### src/rtl/instruction_fetch.sv
// Instruction fetch front end: owns the PC, addresses instruction memory and
// hands {pc, instruction} pairs to decode through a 2-entry valid/ready buffer.
module instruction_fetch #(
    parameter logic [31:0] RESET_PC  = 32'h0000_0000,
    parameter int unsigned MEM_WORDS = 3
) (
    input  logic        clock,
    input  logic        reset_n,
    input  logic        start,
    output logic [31:0] imem_addr,
    input  logic [31:0] imem_instruction,
    input  logic        redirect_valid,
    input  logic [31:0] redirect_pc,
    output logic        out_valid,
    input  logic        out_ready,
    output logic [31:0] out_instruction,
    output logic [31:0] out_pc,
    output logic        halted
);

    typedef enum logic [1:0] {
        S_IDLE = 2'd0,
        S_RUN  = 2'd1,
        S_HALT = 2'd2
    } state_t;

    localparam logic [29:0] MEM_WORDS_W = 30'(MEM_WORDS);

    state_t      state_q, state_d;
    logic [31:0] pc_q, pc_d;
    logic [1:0]  count_q, count_d;
    logic [31:0] head_instr_q, head_instr_d;
    logic [31:0] head_pc_q, head_pc_d;
    logic [31:0] tail_instr_q, tail_instr_d;
    logic [31:0] tail_pc_q, tail_pc_d;
    logic        halted_q, halted_d;

    logic        push_s;
    logic        pop_s;
    logic        flush_s;
    logic [31:0] redirect_aligned_s;

    assign redirect_aligned_s = {redirect_pc[31:2], 2'b00};
    assign pop_s              = (count_q != 2'd0) && out_ready;

    // Next-state, PC sequencing and buffer bookkeeping
    always_comb begin
        state_d      = state_q;
        pc_d         = pc_q;
        count_d      = count_q;
        head_instr_d = head_instr_q;
        head_pc_d    = head_pc_q;
        tail_instr_d = tail_instr_q;
        tail_pc_d    = tail_pc_q;
        push_s       = 1'b0;
        flush_s      = 1'b0;

        case (state_q)
            S_IDLE: begin
                if (redirect_valid) begin
                    pc_d = redirect_aligned_s;
                end else begin
                    pc_d = pc_q;
                end
                if (start) begin
                    state_d = S_RUN;
                end else begin
                    state_d = S_IDLE;
                end
            end
            S_RUN: begin
                // Full 30-bit compare so a wrapped PC still lands in HALT
                if (redirect_valid) begin
                    pc_d    = redirect_aligned_s;
                    flush_s = 1'b1;
                end else if (pc_q[31:2] >= MEM_WORDS_W) begin
                    state_d = S_HALT;
                end else if ((count_q != 2'd2) || pop_s) begin
                    push_s = 1'b1;
                    pc_d   = pc_q + 32'd4;
                end else begin
                    pc_d = pc_q;
                end
            end
            S_HALT: begin
                if (redirect_valid) begin
                    pc_d    = redirect_aligned_s;
                    flush_s = 1'b1;
                    state_d = S_RUN;
                end else begin
                    state_d = S_HALT;
                end
            end
            default: begin
                state_d = S_IDLE;
            end
        endcase

        // A flush discards everything, including a same-cycle pop
        if (flush_s) begin
            count_d = 2'd0;
        end else begin
            if (pop_s && (count_q == 2'd2)) begin
                head_instr_d = tail_instr_q;
                head_pc_d    = tail_pc_q;
            end else begin
                head_instr_d = head_instr_d;
            end
            if (push_s) begin
                if ((count_q == 2'd0) || ((count_q == 2'd1) && pop_s)) begin
                    head_instr_d = imem_instruction;
                    head_pc_d    = pc_q;
                end else begin
                    tail_instr_d = imem_instruction;
                    tail_pc_d    = pc_q;
                end
            end else begin
                tail_instr_d = tail_instr_d;
            end
            count_d = count_q + {1'b0, push_s} - {1'b0, pop_s};
        end

        halted_d = (state_d == S_HALT);
    end

    // State, PC and buffer registers
    always_ff @(posedge clock or negedge reset_n) begin
        if (!reset_n) begin
            state_q      <= S_IDLE;
            pc_q         <= RESET_PC;
            count_q      <= 2'd0;
            head_instr_q <= 32'd0;
            head_pc_q    <= 32'd0;
            tail_instr_q <= 32'd0;
            tail_pc_q    <= 32'd0;
            halted_q     <= 1'b0;
        end else begin
            state_q      <= state_d;
            pc_q         <= pc_d;
            count_q      <= count_d;
            head_instr_q <= head_instr_d;
            head_pc_q    <= head_pc_d;
            tail_instr_q <= tail_instr_d;
            tail_pc_q    <= tail_pc_d;
            halted_q     <= halted_d;
        end
    end

    assign imem_addr       = {2'b00, pc_q[31:2]};
    assign out_valid       = (count_q != 2'd0);
    assign out_instruction = head_instr_q;
    assign out_pc          = head_pc_q;
    assign halted          = halted_q;

endmodule
### config.mk
export PLATFORM = sky130hd
export DESIGN_NAME = instruction_fetch
export DESIGN_NICKNAME = d
export VERILOG_FILES = /design/src/rtl/instruction_fetch.sv
export SDC_FILE = /design/constraint.sdc
export NUM_CORES = 1
export LEC_CHECK = 0
export BUFFER_PORTS_ARGS = -buffer_cell sky130_fd_sc_hd__buf_2
export CAP_MARGIN = 20
export CORE_UTILIZATION = 55
export CTS_BUF_LIST = sky130_fd_sc_hd__clkbuf_8
export DETAILED_ROUTE_END_ITERATION = 6
export PLACE_DENSITY = 0.81
export REMOVE_ABC_BUFFERS = 1
export SYNTH_ARGS = -nofsm -noshare
export SYNTH_HDL_FRONTEND = slang
export SYNTH_SLANG_ARGS = --single-unit
export TNS_END_PERCENT = 1
### constraint.sdc
create_clock -name clock -period 3.2 [get_ports clock]
set_clock_uncertainty 0.15 [all_clocks]
set_input_delay 0.16 -clock clock [delete_from_list [all_inputs] [get_ports clock]]
set_output_delay 0.16 -clock clock [all_outputs]
set_load 0.1 [all_outputs]
# Word level (Yosys, flattened, before mapping)
# Cells that the tools add are included.
totals:
  ff_bits: 165
  input_bits: 69
  out_inout_bits: 98
  elab_cells: 59
op_classes:
  n_addsub: 3
  n_lt_le_gt_ge: 1
  eq_ne: 9
  n_mux: 23
  n_bitwise: 2
  reduce_logical: 13
op_table:
  columns: ["op", "count"]
  rows:
  - ["32-bit two-way mux", 10]
  - ["32-bit one-hot mux with 2 select lines", 1]
  - ["32-bit by 3-bit adder with 32-bit output (second input constant)", 1]
  - ["30-bit by 2-bit greater-or-equal comparator with 1-bit output (second input constant)", 1]
  - ["2-bit two-way mux", 4]
  - ["1-bit two-way mux", 7]
  - ["2-bit equality test (second input constant)", 3]
  - ["3-bit != test (second input constant)", 2]
  - ["2-bit one-hot mux with 3 select lines", 1]
  - ["2-bit by 1-bit equality test with 1-bit output (second input constant)", 2]
  - ["2-bit zero test", 2]
  - ["4-bit AND reduction", 1]
  - ["2-bit nonzero test", 2]
  - ["2-bit OR reduction", 2]
  - ["1-bit logical AND", 3]
  - ["3-bit AND reduction", 1]
  - ["2-bit by 1-bit adder with 2-bit output", 1]
  - ["1-bit logical OR", 2]
  - ["2-bit by 1-bit != test with 1-bit output (second input constant)", 1]
  - ["2-bit != test (second input constant)", 1]
  - ["1-bit NOT", 2]
  - ["2-bit by 1-bit subtractor with 2-bit output", 1]

# Logic depth before layout (Yosys ltp)
logic_depth:
  depth_word: 10
  depth_mapped: 11

# Worst setup path before layout
# OpenSTA, ideal clock, no wires.
synth_timing:
  path_type: "register -> register"
  start: "register pc_q[2]"
  end: "register count_q[1]"
  setup_time_ps: 122
  t_arrival_ps: 2677
  required_time_ps: 2928
  path_slack_ps: 251
  stages_incl_launch_ff: 12
  n_path_buf: 0
  period_less_slack_ps: 2949
  cell_sequence: "dfrtp_1 -> ha_1 -> nor4_4 -> nand4_1 -> nor2_1 -> nand3_1 -> ha_1 -> inv_1 -> ha_1 -> xor2_1 -> xnor2_1 -> a21oi_1"
synth_between:
  elab_chain_len: 7
synth_lines:
  columns: ["item", "line", "rtl"]
  rows:
  - ["from (decl)", "30", "logic [31:0] pc_q, pc_d;"]
  - ["from (signal assigned)", "139", "pc_q <= pc_d;"]
  - ["30-bit by 2-bit greater-or-equal comparator with 1-bit output", "76", "end else if (pc_q[31:2] >= MEM_WORDS_W) begin"]
  - ["1-bit two-way mux", "76", null]
  - ["1-bit two-way mux", "73", "if (redirect_valid) begin"]
  - ["1-bit two-way mux", "58", "case (state_q)"]
  - ["2-bit by 1-bit adder with 2-bit output", "120", "count_d = count_q + {1'b0, push_s} - {1'b0, pop_s};"]
  - ["2-bit by 1-bit subtractor with 2-bit output", "120", null]
  - ["2-bit two-way mux", "100", "if (flush_s) begin"]
  - ["named net count_d[1]", "31", "logic [1:0] count_q, count_d;"]
  - ["to (signal assigned)", "140", "count_q <= count_d;"]
  - ["to (decl)", "31", null]
# The timed path passes the listed nets, and every way through them passes these cells.
# A chain may end at the register's enable or synchronous reset.

# Worst setup path after layout
layout_timing:
  start: "register pc_q[21]"
  end: "register count_q[1]"
# Same word-level chain as after synthesis.

==> summary.md <==
| Metric | Value |
|---|---|
| Worst setup SP type | `flop` |
| CP Class | `reg -> reg` |
| Count leader, synth | `dfrtp_1` |
| Synth top area cells | `dfrtp_1 (55%), mux2_2 (5.3%), o221a_1 (4.3%)` |
| DR vias | `6111` |
| Nets | `953` |
| CTS max path bufs | `2` |
| Hold WS | `0.136 ns` |
| Register-to-register setup slack | `0.45 ns` |
| Post-synth top flop | `dfrtp_1` |
| Power density over cell area | `804 mW/mm²` |
| Wire per inst | `17.2 µm` |
| Crit Path Max Fanout | `6` |
| Area Growth Syn to Fin | `26.6%` |
| Crit path launch | `pc_q[21]$_DFFE_PN0P_` |
| DRC | `0` |
| Largest net degree at the start of global routing | `77` |
| Most area-hungry cell type in the Yosys netlist | `dfrtp_1` |
| Worst vdd ir | `0.00107 V` |
| Die W | `117 µm` |
| Hold Crit Class | `in -> reg` |
| Die Footprint | `0.0137 mm²` |
| Pins over their slew limit | `0` |
| Ratio of cells with drive above 1 in the final layout | `30.0%` |
| Placeable Area | `0.0128 mm²` |
| I/O pin count | `167` |
| Fmax achieved | `364 MHz` |
| Routability cong. | `0.844` |
| Leading cell types by count after synthesis | `dfrtp_1 (161), nand2_1 (72), o21ai_0 (53)` |
| Final setup vio count | `0` |
| Critical Path AT | `2.94 ns` |
| Number of fill cells | `881` |
| Relative slew slack | `46.9%` |
| Util after Layout | `72.2%` |
| Final hold violations | `0` |
| #FFs+latches synth | `161` |
| WL final | `18200 µm` |
| RSZ-0062 raised after global routing | `false` |
| Post-DP HPWL | `11300 µm` |
| Yosys cell types | `49` |
| Overflow after GRT | `0` |
| Initial antenna violation count | `0` |
| Fin crit period | `2.75 ns` |
| Async SR Flop Fraction | `100%` |
| Cts bufs inserted | `17` |
| Cell row count | `41` |
| Antenna cells | `0` |
| Clk_lat worst skew | `0.47 ns` |
| Seq/Total Area, Yosys | `55.3%` |
| Post-synth top area share | `55.3%` |
| Post-Syn Area | `0.00729 mm²` |
| Run status | `complete, no violations` |
| Slew @ Worst Pin | `0.797 ns` |
| Crit path capture type | `flop` |
| R2R Path Start | `pc_q[21]$_DFFE_PN0P_` |
| Final worst-path setup slack | `0.452 ns` |
| CTS root buffer | `clkbuf_8` |
| Worst Reg2Reg Path Length in Cells | `10` |
| Die height | `117 µm` |
| # port buffers | `162` |
| Total of max-cap violations | `0` |
| Post-Syn Instances | `666` |
| Worst slack, placed | `0.518 ns` |
| R2r endpoint | `count_q[1]$_DFF_PN0_` |
| Post-CTS Setup Inserts | `0` |
| Drt pass-1 iters | `5` |
| Worst EP required | `3.39 ns` |
| Vias per cell | `5.75` |
| Register Area | `0.00403 mm²` |
| Global-route wire length before repair | `29500 µm` |
| CTS clk-pin slew, worst paths | `0.09 ns` |
| Multi-input gate area | `0.00296 mm²` |
| Worst setup path end | `count_q[1]$_DFF_PN0_` |
| Mean Syn Cell Area | `10.9 µm²` |
| Post-synth EDFFs | `0` |
| Clock sink total | `161` |
| GRT Overall Usage | `28.3%` |
| Final critical-path share of the clock period | `85.9%` |
| Iter 0 DRT Violations | `438` |
| Pleak | `4.44 nW` |
| Total chip power | `7.42 mW` |
| Starting density of the core | `57.1%` |
| Vias in the first global route | `6088` |
| H-tree depth | `4` |
| CTS tree | `done` |
| Synth warn | `0` |
| Post-route ant nets | `0` |
## power by group
group | total [mW] | leakage (nW) | switching (mW) | internal, mW
logic | 3.31 | 2.10 | 2.59 | 0.725
registers | 2.67 | 2.15 | 0.388 | 2.28
clock network | 1.44 | 0.184 | 0.791 | 0.645
total | 7.42 | 4.44 | 3.77 | 3.65
## kinds of logic after synthesis
group	after synthesis	synth area share, %
simple gates	228	16.8
compound gates	170	16.5
flops	161	55.3
buf+inv	61	4.41
mux	36	5.53
fa+ha+maj	7	1.20
xor+xnor	2	0.240
other cells	1	0.0515
## layer usage
layer,wire length [µm],GRT usage [%],vias up
met5,0,0,-
met4,513,13.7,0
met3,1130,7.05,42
met2,8990,47.1,236
met1,7610,34.6,3030
li1,-,-,2803
## area by class of cell
class                           instances  share of cell area (%)
Clock buffer                           18                    2.69
Clock inverter                         14                    1.41
Tap cell                              172                    2.33
Multi-Input combinational cell        445                    32.1
Sequential cell                       161                    43.7
Inverter                               10                   0.407
Timing Repair Buffer                  242                    17.4
## critical path, cell delays in order (launching register included)
cell	delay (ns)
dfrtp_1	0.44
nor4_1	0.49
nand4_1	0.28
nor2_1	0.28
nand3_1	0.11
ha_1	0.28
inv_1	0.04
ha_1	0.18
xor2_1	0.18
xnor2_1	0.15
a21oi_1	0.05
## worst min path at each step
| stage | from | endpoint | slack [ns] | depth (start not counted) |
|---|---|---|---|---|
| after floorplan | reset_n | count_q[0]$_DFF_PN0_ | -0.29 | 0 |
| after global placement | reset_n | tail_instr_q[17]$_DFFE_PN0P_ | 0.07 | 1 |
| after detailed placement | reset_n | out_pc[22]$_DFFE_PN0N_ | 0.08 | 1 |
| final | out_ready | count_q[1]$_DFF_PN0_ | 0.14 | 5 |
| after CTS | out_ready | count_q[1]$_DFF_PN0_ | 0.13 | 5 |
| after global routing | out_ready | count_q[1]$_DFF_PN0_ | 0.17 | 5 |
## stage by stage
| step | cell area, µm² | setup TNS [ns] | instances |
|---|---|---|---|
| after CTS | 9210 | 0 | 1061 |
| after floorplan | 7010 | -72.90 | 616 |
| after global placement | 8180 | 0 | 964 |
| final | 9230 | 0 | 1062 |
| after global routing | 9230 | 0 | 1062 |
| after detailed placement | 8180 | 0 | 964 |
## flip-flops by register name, summed over array words and instances (netlist names)
register         flops
state_q              2
pc_q                30
halted               1
out_instruction     32
tail_instr_q        32
tail_pc_q           30
count_q              2
out_pc              32
## cells in the final DEF (no fill, tap or decap), types with 18 or more instances in the layout
cell type,netlist,layout
dfrtp_1,161,161
dlygate4sd3_1,0,65
o21ai_0,53,53
mux2_2,34,34
nor2b_1,30,30
nand2b_1,37,37
nand2_1,72,72
clkbuf_8,0,18
buf_2,10,161
nand3_1,22,22
a21oi_1,38,38
o221a_1,28,28
## timing repair
| action | 4_1_cts | 5_1_grt |
|---|---|---|
| hold endpoints to repair | 171 | 0 |
| hold buffers | 65 | 0 |
| gates resized for setup | 0 | 0 |
No activity file was read; power rests on OpenSTA's default activity.
